File: src/rtl/cdma_chip_despreader.sv
// cdma_chip_despreader: chip-serial Walsh despreader for four users.
// Each valid chip is correlated against the four 4-chip codes; after
// 4*WORD_W chips the assembled per-user words are presented together with
// per-user tie flags. Framing violations are reported with a sync_err pulse.
//
// Input handshake: chip_in and chip_sync are consumed only on cycles with
// chip_valid=1; there is no backpressure, so every valid cycle is taken.
// word_valid and sync_err are single-cycle pulses registered on the edge
// that accepts the chip causing them.
module cdma_chip_despreader #(
  parameter int CHIP_W = 8,
  parameter int WORD_W = 4
) (
  input  logic              clk,
  input  logic              rst,
  input  logic              chip_valid,
  input  logic [CHIP_W-1:0] chip_in,
  input  logic              chip_sync,
  output logic [WORD_W-1:0] user1_out,
  output logic [WORD_W-1:0] user2_out,
  output logic [WORD_W-1:0] user3_out,
  output logic [WORD_W-1:0] user4_out,
  output logic              word_valid,
  output logic [3:0]        tie_flags,
  output logic              sync_err
);

  localparam int ACC_W = CHIP_W + 2;
  localparam int SYM_W = (WORD_W > 1) ? $clog2(WORD_W) : 1;
  localparam logic [SYM_W-1:0] SYM_LAST = SYM_W'(WORD_W - 1);

  // Subtract mask, bit {user, chip}: user1 ++++, user2 +-+-, user3 ++--, user4 +--+
  localparam logic [15:0] CODE_NEG = 16'b0110_1100_1010_0000;

  typedef enum logic {IDLE, RUN} state_t;

  state_t state, state_next;

  logic [1:0]                chip_cnt;
  logic [SYM_W-1:0]          sym_cnt;
  logic signed [ACC_W-1:0]   acc     [4];
  logic [WORD_W-1:0]         sr      [4];
  logic [WORD_W-1:0]         user_q  [4];
  logic [3:0]                tie_run;

  logic signed [ACC_W-1:0]   chip_ext;
  logic signed [ACC_W-1:0]   term    [4];
  logic signed [ACC_W-1:0]   sum     [4];
  logic [WORD_W-1:0]         sr_next [4];
  logic [3:0]                sym_bit;
  logic [3:0]                sym_tie;

  logic at_word_start;
  logic sym_last;
  logic word_last;
  logic start_word;
  logic accumulate;
  logic clear_all;
  logic flag_err;

  assign chip_ext      = {{2{chip_in[CHIP_W-1]}}, chip_in};
  assign at_word_start = (chip_cnt == 2'd0) && (sym_cnt == '0);
  assign sym_last      = (chip_cnt == 2'd3);
  assign word_last     = sym_last && (sym_cnt == SYM_LAST);

  // Per-user correlation term, running sum and symbol decision for this chip
  always_comb begin
    for (int u = 0; u < 4; u++) begin
      term[u]    = CODE_NEG[{2'(u), chip_cnt}] ? -chip_ext : chip_ext;
      sum[u]     = (chip_cnt == 2'd0) ? term[u] : acc[u] + term[u];
      sym_tie[u] = (sum[u] == '0);
      // Strictly positive wins a 1; zero resolves to 0 and is flagged as a tie
      sym_bit[u] = !sum[u][ACC_W-1] && !sym_tie[u];
      sr_next[u] = WORD_W'({sr[u], sym_bit[u]});
    end
  end

  // FSM state register
  always_ff @(posedge clk or posedge rst) begin
    if (rst) begin
      state <= IDLE;
    end else begin
      state <= state_next;
    end
  end

  // FSM next state and datapath control, including the framing rules
  always_comb begin
    state_next = state;
    start_word = 1'b0;
    accumulate = 1'b0;
    clear_all  = 1'b0;
    flag_err   = 1'b0;
    case (state)
      IDLE: begin
        if (chip_valid && chip_sync) begin
          start_word = 1'b1;
          state_next = RUN;
        end
      end
      RUN: begin
        if (chip_valid) begin
          if (at_word_start) begin
            if (chip_sync) begin
              start_word = 1'b1;
            end else begin
              // Missing sync at a word boundary: drop the chip and resynchronise
              flag_err   = 1'b1;
              clear_all  = 1'b1;
              state_next = IDLE;
            end
          end else if (chip_sync) begin
            // Early sync: abandon the partial word and restart on this chip
            flag_err   = 1'b1;
            start_word = 1'b1;
          end else begin
            accumulate = 1'b1;
          end
        end
      end
      default: begin
        state_next = IDLE;
      end
    endcase
  end

  // Counters, accumulators, shift registers and registered outputs
  always_ff @(posedge clk or posedge rst) begin
    if (rst) begin
      chip_cnt   <= 2'd0;
      sym_cnt    <= '0;
      tie_run    <= 4'd0;
      tie_flags  <= 4'd0;
      word_valid <= 1'b0;
      sync_err   <= 1'b0;
      for (int u = 0; u < 4; u++) begin
        acc[u]    <= '0;
        sr[u]     <= '0;
        user_q[u] <= '0;
      end
    end else begin
      word_valid <= 1'b0;
      sync_err   <= flag_err;
      if (clear_all) begin
        chip_cnt <= 2'd0;
        sym_cnt  <= '0;
        tie_run  <= 4'd0;
        for (int u = 0; u < 4; u++) begin
          acc[u] <= '0;
          sr[u]  <= '0;
        end
      end else if (start_word) begin
        // Chip 0 of every code is '+', so the accumulator loads the sample itself
        chip_cnt <= 2'd1;
        sym_cnt  <= '0;
        tie_run  <= 4'd0;
        for (int u = 0; u < 4; u++) begin
          acc[u] <= chip_ext;
          sr[u]  <= '0;
        end
      end else if (accumulate) begin
        chip_cnt <= chip_cnt + 2'd1;
        for (int u = 0; u < 4; u++) begin
          acc[u] <= sum[u];
        end
        if (sym_last) begin
          tie_run <= tie_run | sym_tie;
          for (int u = 0; u < 4; u++) begin
            sr[u] <= sr_next[u];
          end
          if (word_last) begin
            sym_cnt    <= '0;
            tie_flags  <= tie_run | sym_tie;
            word_valid <= 1'b1;
            for (int u = 0; u < 4; u++) begin
              user_q[u] <= sr_next[u];
            end
          end else begin
            sym_cnt <= sym_cnt + SYM_W'(1);
          end
        end
      end
    end
  end

  assign user1_out = user_q[0];
  assign user2_out = user_q[1];
  assign user3_out = user_q[2];
  assign user4_out = user_q[3];

endmodule

File: config.mk
export PLATFORM = sky130hd
export DESIGN_NAME = cdma_chip_despreader
export DESIGN_NICKNAME = d
export VERILOG_FILES = /design/src/rtl/cdma_chip_despreader.sv
export SDC_FILE = /design/constraint.sdc
export NUM_CORES = 1
export LEC_CHECK = 0
export BUFFER_PORTS_ARGS = -buffer_cell sky130_fd_sc_hd__buf_2
export CAP_MARGIN = 30
export CORE_MARGIN = 2
export CORE_UTILIZATION = 44
export DETAILED_ROUTE_END_ITERATION = 6
export PLACE_DENSITY = 0.65
export SYNTH_ARGS = -nofsm -noshare
export SYNTH_HDL_FRONTEND = slang
export SYNTH_SLANG_ARGS = --single-unit
File: constraint.sdc
create_clock -name clk -period 3.5 [get_ports clk]
set_input_delay 0.35 -clock clk [delete_from_list [all_inputs] [get_ports clk]]
set_output_delay 0.35 -clock clk [all_outputs]
set_load 0.01 [all_outputs]
### Word-level counts from Yosys, hierarchy flattened

Index checks and enable logic that the tools add are counted.

| word-level totals | value |
|---|---|
| memories | 0 |
| output and inout port bits | 22 |
| ROM bits | 0 |
| input bits | 12 |
| bits in writable memories | 0 |
| logic and storage cells | 118 |
| flip-flop bits (word level) | 83 |
| bits in latches | 0 |

| operators by class | value |
|---|---|
| $add $sub $neg | 7 |
| bitwise gates (word level) | 4 |
| divide/modulo/power cells | 0 |
| eq/ne operators | 2 |
| multipliers | 0 |
| shift operators | 0 |
| $lt $le $gt $ge | 4 |
| mux-type cells | 57 |
| reduce and logical (&&, ||, !) cells | 25 |

Operators with widths:

| kind | number |
|---|---|
| $mux W40 | 3 |
| $mux W10 | 8 |
| $mux W15 | 4 |
| $add A10 B10 Y10 | 4 |
| $logic_not A10 Y1 | 4 |
| $mux W1 | 24 |
| $mux W2 | 8 |
| $mux W4 | 4 |
| $lt A4 B5 Y1 const B | 2 |
| $neg A8 Y10 | 1 |
| $bmux W1 S2 | 4 |
| $logic_not A1 Y1 | 8 |
| $logic_and A1 B1 Y1 | 7 |
| $reduce_bool A3 Y1 | 2 |
| $lt A2 B5 Y1 const B | 1 |
| $lt A3 B5 Y1 const B | 1 |
| $reduce_and A5 Y1 | 1 |
| $add A2 B1 Y2 const B | 2 |
| $eq A2 B2 Y1 const B | 2 |
| $logic_not A2 Y1 | 2 |
| $or A4 B4 Y4 | 1 |
| $pmux W1 S2 | 2 |
| $not A1 Y1 | 3 |
| $reduce_and A2 Y1 | 1 |

### Logic depth before layout (Yosys ltp)

Gate-level depths: netlist (run 1).

| logic depth | value |
|---|---|
| word-level depth | 12 |
| depth in mapped cells | 20 |
| mapped depth without buffers | 13 |

### Worst setup path after synthesis (run 1)

No wires, ideal clock.

| timing path | value |
|---|---|
| kind | register to register |
| from | register chip_cnt[1] |
| to | register sr[0] in the netlist's numbering |
| data arrival time | 3.531 ns |
| path slack | -0.153 ns |
| path buffers | 2 |
| setup time | 0.122 ns |
| stages on the path, launching flop included | 15 |
| data required time | 3.378 ns |
| clock period less this slack | 3.653 ns |
| path through | dfrtp_1 -> clkbuf_1 -> inv_1 -> ha_1 -> clkbuf_1 -> mux2i_1 -> inv_1 -> ha_1 -> a211oi_1 -> nor2_1 -> and4_1 -> a2111oi_2 -> o311a_1 -> nand4_1 -> a32o_1 |

| on the way | value |
|---|---|
| longest elaborated chain between the ends | 12 |
| elaborated cells on any way between the ends | 25 |
| those cells by class | add/sub (1); eq/ne (1); mux (14); reduce/logical (9) |

Ends and longest elaborated chain:

| element | line | RTL |
|---|---|---|
| start, declared | 39 | `logic [1:0] chip_cnt;` |
| start signal, assigned | 162 | `chip_cnt <= chip_cnt + 2'd1;` |
| $bmux W1 S2 | 69 | `term[u] = CODE_NEG[{2'(u), chip_cnt}] ? -chip_ext : chip_ext;` |
| $mux W1 (not written as such) | 69 |  |
| $mux W10 | 69 |  |
| $add A10 B10 Y10 | 70 | `sum[u] = (chip_cnt == 2'd0) ? term[u] : acc[u] + term[u];` |
| $mux W10 | 70 |  |
| $logic_not A10 Y1 | 71 | `sym_tie[u] = (sum[u] == '0);` |
| $logic_not A1 Y1 | 73 | `sym_bit[u] = !sum[u][ACC_W-1] && !sym_tie[u];` |
| $logic_and A1 B1 Y1 | 73 |  |
| $mux W15 | 166 | `if (sym_last) begin` |
| $mux W15 | 161 | `end else if (accumulate) begin` |
| $mux W15 | 152 | `end else if (start_word) begin` |
| $mux W15 | 144 | `if (clear_all) begin` |
| end signal, assigned by index | 169 | `sr[u] <= sr_next[u];` |
| end, declared | 42 | `logic [WORD_W-1:0] sr [4];` |

Parallel ways exist; a longest one is shown, timed or not. The select of a mux whose other input is x is not followed.
A chain may end at the register's enable or synchronous reset.

### Worst setup path in the final report (run 1)

Ends and elaborated chain as after synthesis.

==> results of run 1 <==
## timing repair
item	4_1_cts	5_1_grt
resized for setup	0	7
endpoints found under the setup margin	0	12
hold buffers	0	0
setup buffers	0	0
## flip-flops by register name, summed over array words and instances, names as in the netlist, 4 cells and up
register and count:
user4_out 4, tie_run 4, user2_out 4, sr 12, user1_out 4, tie_flags 4
acc 40, user3_out 4
## layer usage
| layer | vias up | track usage |
|---|---|---|
| li1 | 2926 | - |
| met2 | 182 | 0.3723 |
| met5 | - | 0 |
| met1 | 2951 | 0.3118 |
| met4 | 2 | 0.09346 |
| met3 | 39 | 0.03766 |
## Yosys cell counts, drive strengths merged, types with 4 or more instances
cell,number,area share
nor3,17,0.013
ha,46,0.089
clkbuf,25,0.015
fa,4,0.012
xor2,7,0.0094
nand2b,10,0.0096
or3,10,0.0096
nor4b,4,0.0054
inv,27,0.016
mux2i,17,0.026
a21oi,41,0.033
nor4,4,0.0038
nand4,4,0.0038
nor2b,7,0.0067
nor3b,4,0.0046
and2,5,0.0048
a31oi,11,0.011
a221o,7,0.011
buf,21,0.016
and3,15,0.015
o31ai,15,0.017
o21a,4,0.0046
nand2,118,0.068
o21ai,39,0.030
a21boi,4,0.0046
o2111ai,4,0.0054
dfrtp,83,0.32
a22o,17,0.023
a21o,7,0.0081
a211oi,10,0.013
xnor2,24,0.032
o211ai,19,0.022
nand3,17,0.013
nor2,65,0.038
## layout make-up
cell class | count | share of cell area
Tap cell | 184 | 0.03069
Sequential cell | 83 | 0.2769
Clock buffer | 10 | 0.03185
Multi-Input combinational cell | 612 | 0.5539
Timing Repair Buffer | 94 | 0.08306
Inverter | 28 | 0.01418
Clock inverter | 6 | 0.009506
## critical path, delay by kind of cell, from the launching register on
family | cells | cell delay, ns
multiplexers | 1 | 0.27
flip-flops | 1 | 0.34
adder cells (fa/ha/maj) | 2 | 0.71
buffers and inverters | 2 | 0.13
AND/OR/NAND/NOR | 3 | 0.55
AO/OA/AOI/OAI | 4 | 1.25
## worst max-delay path by stage
| stage | from | to | cells past startpoint |
|---|---|---|---|
| 2_1_floorplan | chip_cnt[1] | sr[0] | 14 |
| 3_3_place_gp | chip_in[1] | sr[8] | 13 |
| 3_5_place_dp | chip_in[1] | sr[8] | 13 |
| 4_1_cts | chip_cnt[1] | sr[0] | 12 |
| 5_1_grt | chip_cnt[0] | sr[0] | 12 |
| 6_report | chip_cnt[1] | sr[0] | 12 |
## report_power, final
| group | leakage, nW | switching, W | internal, W | total (W) |
|---|---|---|---|---|
| Sequential | 1.08 | 0.000196 | 0.00122 | 0.00142 |
| Clock | 0.146 | 0.000419 | 0.000578 | 0.000997 |
| Combinational | 2.31 | 0.00305 | 0.00246 | 0.00551 |
| Total | 3.53 | 0.00367 | 0.00426 | 0.00793 |
## kinds of logic (layout without fill, tap and decap cells)
logic type	count (synthesis)	after routing	synth area share
AOI/OAI and AO/OA	215	215	0.2390
DFF	83	83	0.3195
muxes	21	21	0.03657
xor gates and xnor gates	31	31	0.04176
adders and majority gates	50	50	0.1008
buffers and inverters	74	138	0.04696
and+or+nand+nor	295	295	0.2154
## per-stage QoR
stage | util | setup TNS [ns] | power [W] | setup slack (ns)
4_1_cts | 0.5165 | 0 | 0.007803 | 0.01532
2_1_floorplan | - | -0.01422 | 0.005388 | -0.01422
5_1_grt | 0.5181 | 0 | 0.008616 | 0.007962
3_3_place_gp | 0.4951 | -0.3870 | 0.006567 | -0.1093
3_5_place_dp | 0.4951 | -1.525 | 0.006760 | -0.2011
6_report | 0.5181 | 0 | 0.007928 | 0.1336
==> run metrics, run 1 <==
status finished with violations; failing checks design-rule violations, negative hold slack; synthesized area ~6500 um^2; Final Wtd Congestion 0.9553; GRT overflow 0; maxcap violations 0; Die Wd about 130 um; register area share after synthesis 0.3195; ys async rst share 1.000; DP Wirelength ~13000 um; initial core utilization 0.4490; met1 WL ~8000 um; syn nets a little over 800; worst hold slack -0.006544 ns; leakage ~3.5 nW; Post-Route Skew slightly above 0.006 ns; area delta synth->final 15.40%; multi-input logic area 4155 um^2; met3 wire length about 840 um; I/O Buffers 33; Worst Setup Path Type reg2reg; DP Cell Count about 1000; Synth Register Bits between 80 and 90; io pins 34; WL per Instance approximately 18 um; peak supply drop 0.5993 mV; final instance area approximately 7500 um^2; yosys warns 0; RSZ-0062 raised after global routing no; endpoints failing setup 0; worst hold path type in2async; reg2reg start chip_cnt[1]; crit end category flip-flop; CP Launch Type flip-flop; top fanout value on the critical path 4; Pwr Density 1057 nW/um^2; final hold viol count 5; clock-pin slew on the worst setup and hold paths ~0.07 ns; Max Fclk between 200 and 300 MHz; final WL 17880 um; # diodes 0; floorplan core area approximately 14000 um^2; Worst R2R End sr[0]; reg2reg setup slack between 0.1 and 0.15 ns; Root Driver clkbuf_16; Overall Global Routing Usage 0.2315; top sig layer met5; Worst Reg-to-Reg Cells 12; slowest CP cell ha_2; vias per cell approximately 6.0; layout net count 890; actual slew at the worst max-slew pin 0.8542 ns; final non-filler cell total around 1000; die height around 130 um; Sequential cell area between 2000 and 2500 um^2; most frequent cells in the layout nand2_1, dfrtp_1, nor2_1; vias between 6000 and 7000; Max-slew headroom 0.4290; post-route clock period utilization 0.9618; pin count of the biggest net entering global routing 40; CTS tree yes; first-pass iteration count of the detailed router 7; cts bufs inserted 9; antenna violations before repair 1; Post-DRT Antenna Nets 0; Fill cells approximately 1300; leading cell type in the layout, fill and taps excluded nand2_1; Starting DRT DRC Count roughly 440; Cell Chain, Critical Path inv_1, ha_2, mux2i_2, inv_1, ha_1, a211oi_4, nor2_1, and4_1, a2111oi_2, o311a_1, nand4_1, a32o_1; first-pass GRT wire length just under 30000 um; Clk Latency, worst-skew pair approximately 0.35 ns; number of synthesized flops with an enable pin 0; crit-path most repeated cell inv_1; WL met2 between 8000 and 9000 um; commonest register cell after synthesis dfrtp_1; CP required approximately 3.8 ns; Final min period 3.366 ns; Synth Instances between 700 and 800; DRC violations left 3; Worst EP arrival 3.61 ns; die area 15760 um^2; cell row count 44; CP max stage delay 0.40 ns; vias in the first global route ~6000; share of layout cells above drive strength 1 0.1729; TritonCTS sink count 83; Final Max Slew Viols 0; Cell variety after synth 77; CTS max path bufs 2; Placed Area between 7000 and 8000 um^2; htree depth 3; Avg Inst Size Synth between 8 and 9 um^2
Power figures use the tool's default switching activity.
==> run 2: changes to the inputs <==
clock period = 3 ns   (was 3.5 ns; I/O delays follow)
==> run 2 against run 1 <==
  * The flow finishes with violations (negative setup slack)
  * Via count is 7.4% higher
  * Die area stayed put
  * First-iteration DRC count is 19% higher
  * Setup slack worse by 0.26 ns
  * Final cell count is 9.3% higher
  * Highest routed layer is now met4
  * Design area is 19% higher
  * Clock power is 17% higher
  * Register-to-register slack worse by 0.26 ns
  * Non-clock buffer count is 95 higher
  * Worst hold slack better by 0.27 ns
  * Flip-flop and latch count stayed put
  * Maximum frequency is 7.7% higher
==> run metrics, run 2 (synthesis gave the netlist of run 1 again) <==
clock network fraction of total power 0.097; met1 WL between 8000 and 9000 um; Overall Global Routing Usage 0.2490; Cell Int Power between 0.006 and 0.007 W; Max-slew headroom 0.3558; initial core utilization 0.4490; floorplan core area around 14000 um^2; leading cell type in the layout, fill and taps excluded buf_4; Seq pwr share 0.139; crit-path most repeated cell o21ai_2; final instance area around 9000 um^2; Final min period ~3.1 ns; io pins 34; hold path startpoint chip_valid; Sequential cell area 2077 um^2; area delta synth->final 37.84%; combinational power share 0.764; CTS tree yes; Cell Chain, Critical Path buf_6, o31ai_1, xnor2_1, ha_1, o21ai_1, o21ai_2, nand2_1, o21ai_2, mux4_2, a2111o_1, a32o_1; CP required about 3.2 ns; maxcap violations 0; RSZ-0062 raised after global routing yes; first-pass GRT wire length about 32000 um; Post-DRT Antenna Nets 0; vias about 6600; share of layout cells above drive strength 1 0.3524; worst hold path type in2reg; peak supply drop roughly 0.85 mV; Root Driver clkbuf_16; top fanout value on the critical path 8; antenna violations before repair 0; DRC violations left 0; CTS max path bufs 2; start point of the critical path chip_cnt[0]; status finished with violations; Max Fclk around 320 MHz; pin count of the biggest net entering global routing 31; GRT overflow 0; CP Launch Type flip-flop; endpoints failing setup 10; actual slew at the worst max-slew pin roughly 0.97 ns; Clk Latency, worst-skew pair ~0.35 ns; overall power about 0.012 W; most frequent cells in the layout buf_4, nand2_1, dfrtp_1; Starting DRT DRC Count 518; die height approximately 130 um; layout net count ~990; setup_tns -0.6050 ns; Worst Setup Path Type reg2reg; Net Sw Power around 0.0053 W; Die Wd between 100 and 150 um; multi-input logic area 4828 um^2; Switching Share 0.4379; cts bufs inserted 9; slowest CP cell mux4_2; clock-pin slew on the worst setup and hold paths around 0.070 ns; crit end category flip-flop; failing checks negative setup slack; largest registers acc (40), sr (12); leakage approximately 4.2 nW; Worst EP arrival between 3 and 4 ns; reg2reg start chip_cnt[0]; TritonCTS sink count 83; WL met2 about 10000 um; CP max stage delay 0.54 ns; Reg with most FFs acc; Final Wtd Congestion approximately 0.96; Post-Route Skew 0.01011 ns; final WL between 20000 and 25000 um; first-pass iteration count of the detailed router 5; I/O Buffers 33; htree depth 3; Fill cells roughly 1200; vias in the first global route 6342; DP Wirelength between 10000 and 15000 um; cell row count 44; Placed Area approximately 7800 um^2; post-route clock period utilization 1.042; max reg flops 40; Pwr Density roughly 1400 nW/um^2; top sig layer met4; die area 15760 um^2; Final Max Slew Viols 0; # diodes 0; final hold viol count 0; final setup margin -0.1255 ns; vias per cell just under 6; met3 wire length approximately 1100 um; WL per Instance around 18 um
## run 2: worst paths after layout
path | slack (ns) | cells past startpoint | endpoint
max reg2reg | -0.13 | 11 | sr[8]
min | 0.26 | 2 | chip_cnt[0]
min reg2reg | 0.47 | 2 | user2_out[2]
max | -0.13 | 11 | sr[8]
max in group asynchronous | 1.70 | 4 | acc[38]
min in group asynchronous | 0.53 | 3 | user2_out[1]
## run 2: critical path: cells and delay by family (launching register included)
kind / cells / cell delay (ns)
compound gates: 6 / 1.25
xor+xnor: 1 / 0.36
fa+ha+maj: 1 / 0.21
buf+inv: 1 / 0.17
flops: 1 / 0.39
mux: 1 / 0.54
simple gates: 1 / 0.10
## run 2: stage by stage
| stage | utilization | std cells | hold slack (ns) | setup WS [ns] |
|---|---|---|---|---|
| detailed placement | 0.5398 | 1067 | 0.3649 | -0.4287 |
| floorplan | - | 769 | 0.4391 | -0.2186 |
| CTS | 0.5792 | 1091 | 0.2578 | -0.1014 |
| finish | 0.6189 | 1112 | 0.2643 | -0.1255 |
| global route | 0.6189 | 1112 | 0.2856 | -0.2269 |
| global placement | 0.5398 | 1067 | 0.3521 | -0.3823 |
## run 2: power groups by stage
stage	registers, W	clock network, W	logic (W)
4_1_cts	0.00166	0.00119	0.00804
6_report	0.00169	0.00117	0.00926
3_3_place_gp	0.00167	0	0.00723
2_1_floorplan	0.00160	0	0.00491
5_1_grt	0.00173	0.00124	0.0100
3_5_place_dp	0.00167	0	0.00748
## run 2: cell type report
class,count,area share
clock buffer,10,0.02667
clock inverter,6,0.007959
inverter,28,0.01285
multi-input combinational,612,0.5388
sequential,83,0.2318
tap,184,0.02569
timing repair buffer,189,0.1562
## run 2: timing repair
action,4_1_cts,5_1_grt
endpoints found under the setup margin,22,24
resized for setup,42,82
buffers inserted,7,22
pin swaps,16,53
hold endpoints to repair,12,0
hold buffers,1,0
## run 2: layer usage
metal	vias up	GRT usage
met2	229	0.4207
met3	57	0.04407
met5	-	0
met4	0	0.08366
met1	3160	0.3227
li1	3106	-
==> run 3: changes to the inputs <==
CORE_UTILIZATION = 25   (was 44)
MAX_ROUTING_LAYER = met4   (was not set)
PLACE_DENSITY = 0.43   (was 0.65)
==> run 3 against run 2 <==
  * Clock skew fell by 0.0014 ns
  * Worst hold slack improved by 0.0073 ns
  * Maximum frequency fell by 0.89%
  * Non-clock buffer count rose by 22
  * Sequential power barely moved
  * Critical path depth rose by 2
  * Via count fell by 3.1%
  * Largest cell class unchanged
  * Register-to-register slack got worse by 0.03 ns
  * Combinational power rose by 2.7%
  * Design area rose by 4.9%
  * Die area rose by 73%
  * Largest power group unchanged
  * The run still ends with negative setup slack left
  * Sequential share of layout area fell by 1.1 points
  * Critical path type unchanged
==> run metrics, run 3 (synthesis gave the netlist of run 1 again) <==
final setup margin -0.1536 ns; DRC violations left 0; largest registers acc (40), sr (12); Die Wd 165.3 um; top fanout value on the critical path 5; share of layout cells above drive strength 1 0.3726; Final Wtd Congestion 0.8392; Placed Area 8214 um^2; CTS max path bufs 2; Post-DRT Antenna Nets 0; TritonCTS sink count 83; vias per cell just under 5; I/O Buffers 33; initial core utilization 0.2523; die height 165.3 um; pin count of the biggest net entering global routing 47; vias around 6400; htree depth 3; cts bufs inserted 9; first-pass GRT wire length approximately 35000 um; worst hold slack roughly 0.27 ns; hold path startpoint chip_valid; RSZ-0062 raised after global routing yes; Clk Latency, worst-skew pair 0.36 ns; leading cell type in the layout, fill and taps excluded buf_4; vias in the first global route 6297; status finished with violations; final instance area 9402 um^2; CP Launch Type flip-flop; Worst EP arrival between 3 and 4 ns; final hold viol count 0; io pins 34; Root Driver clkbuf_16; GRT overflow 0; worst hold path type in2reg; Overall Global Routing Usage 0.1681; area delta synth->final 44.61%; Worst Setup Path Type reg2reg; hold endpoint chip_cnt[0]; Starting DRT DRC Count 343; final WL 21670 um; max reg flops 40; endpoints failing setup 9; clock-pin slew on the worst setup and hold paths ~0.07 ns; WL per Instance approximately 17 um; Final min period 3.154 ns; failing checks negative setup slack; maxcap violations 0; Pwr Density 1329 nW/um^2; Post-Route Skew ~0.0087 ns; peak supply drop around 0.47 mV; most frequent cells in the layout buf_4, nand2_1, dfrtp_1; utilization after layout 0.3649; Worst Reg-to-Reg Cells 13; Hold Crit Depth 2; Max-slew headroom 0.5821; Max Fclk 317.1 MHz; layout net count slightly above 1000; floorplan core area 25760 um^2; antenna violations before repair 0; cell row count ~60; die area ~27000 um^2; leakage around 4.3 nW; crit end category flip-flop; first-pass iteration count of the detailed router 5; # diodes 0; DP Wirelength about 16000 um; actual slew at the worst max-slew pin ~0.62 ns; Final Max Slew Viols 0; CTS tree yes; post-route clock period utilization 1.051; Worst R2R End sr[0]; reg2reg start chip_cnt[1]; reg2reg setup slack -0.15 ns; CP required roughly 3.2 ns; Reg with most FFs acc
run 3: changes by cell type in the layout (fill, tap and decap cells not counted), moves of 2 or more:
cell	before	now
buf_6	15	10
buf_4	142	163
a21oi_1	37	35
a21oi_2	3	6
a211oi_1	1	3
buf_12	0	3
clkinvlp_4	2	0
ha_1	34	32
buf_8	0	2
o21ai_2	5	8
a211oi_2	6	4
o21ai_1	6	3
run 3: worst max-delay path, cell delays in order, from the launching register on:
cell	delay, ns
dfrtp_1	0.41
inv_4	0.05
ha_4	0.33
mux2i_4	0.27
inv_2	0.06
ha_4	0.22
a211oi_4	0.28
nor2_1	0.10
and4_1	0.23
a2111oi_4	0.32
o311a_1	0.25
nand4_1	0.14
buf_6	0.17
a32o_1	0.21
run 3: power by group:
part / switching (W) / internal (W) / total (W)
registers: 0.000266 / 0.00142 / 0.00169
logic: 0.00455 / 0.00496 / 0.00951
clock network: 0.000546 / 0.000748 / 0.00129
total: 0.00536 / 0.00713 / 0.0125
run 3: stage by stage:
stage | setup WS [ns] | TNS (ns) | power [W] | std cells
final | -0.1536 | -0.8590 | 0.01249 | 1285
after global routing | -0.2830 | -2.980 | 0.01354 | 1285
after CTS | -0.1332 | -0.6457 | 0.01203 | 1278
after detailed placement | -0.5042 | -8.627 | 0.009630 | 1241
after global placement | -0.5542 | -8.476 | 0.009610 | 1240
after floorplan | -0.2186 | -0.7388 | 0.006514 | 769
run 3: worst max-delay path by stage:
| stage | start | to | slack [ns] | cells after the start |
|---|---|---|---|---|
| global placement | chip_in[2] | sr[8] | -0.55 | 13 |
| global route | chip_cnt[1] | acc[9] | -0.28 | 14 |
| CTS | chip_cnt[1] | sr[0] | -0.13 | 13 |
| finish | chip_cnt[1] | sr[0] | -0.15 | 13 |
| detailed placement | chip_in[1] | sr[8] | -0.50 | 13 |
| floorplan | chip_in[0] | sr[8] | -0.22 | 13 |
run 3: repair_timing:
item,CTS,global route
setup endpoints to repair,23,26
buffers inserted,22,7
pin swaps,56,37
endpoints found under the hold margin,0,1
hold buffers,0,1
gates resized for setup,85,42
run 3: routing by layer:
layer  routed length, um  vias to the layer above  track usage  share of wire
li1                    -                     3151            -              -
met1               10740                     3085       0.2312           0.50
met2               10160                       95       0.2680           0.47
met3                 518                       20      0.01973          0.024
met4                 253                        0      0.03281          0.012
met5                   0                        -            -              0
run 3: cell type report:
type	count	area (um^2)
Fill cell	2657	16360
Multi-Input combinational cell	612	4840
Sequential cell	83	2077
Timing Repair Buffer	211	1619
Tap cell	335	419.2
Clock buffer	9	225.2
Inverter	28	115.1
Clock inverter	7	106.4
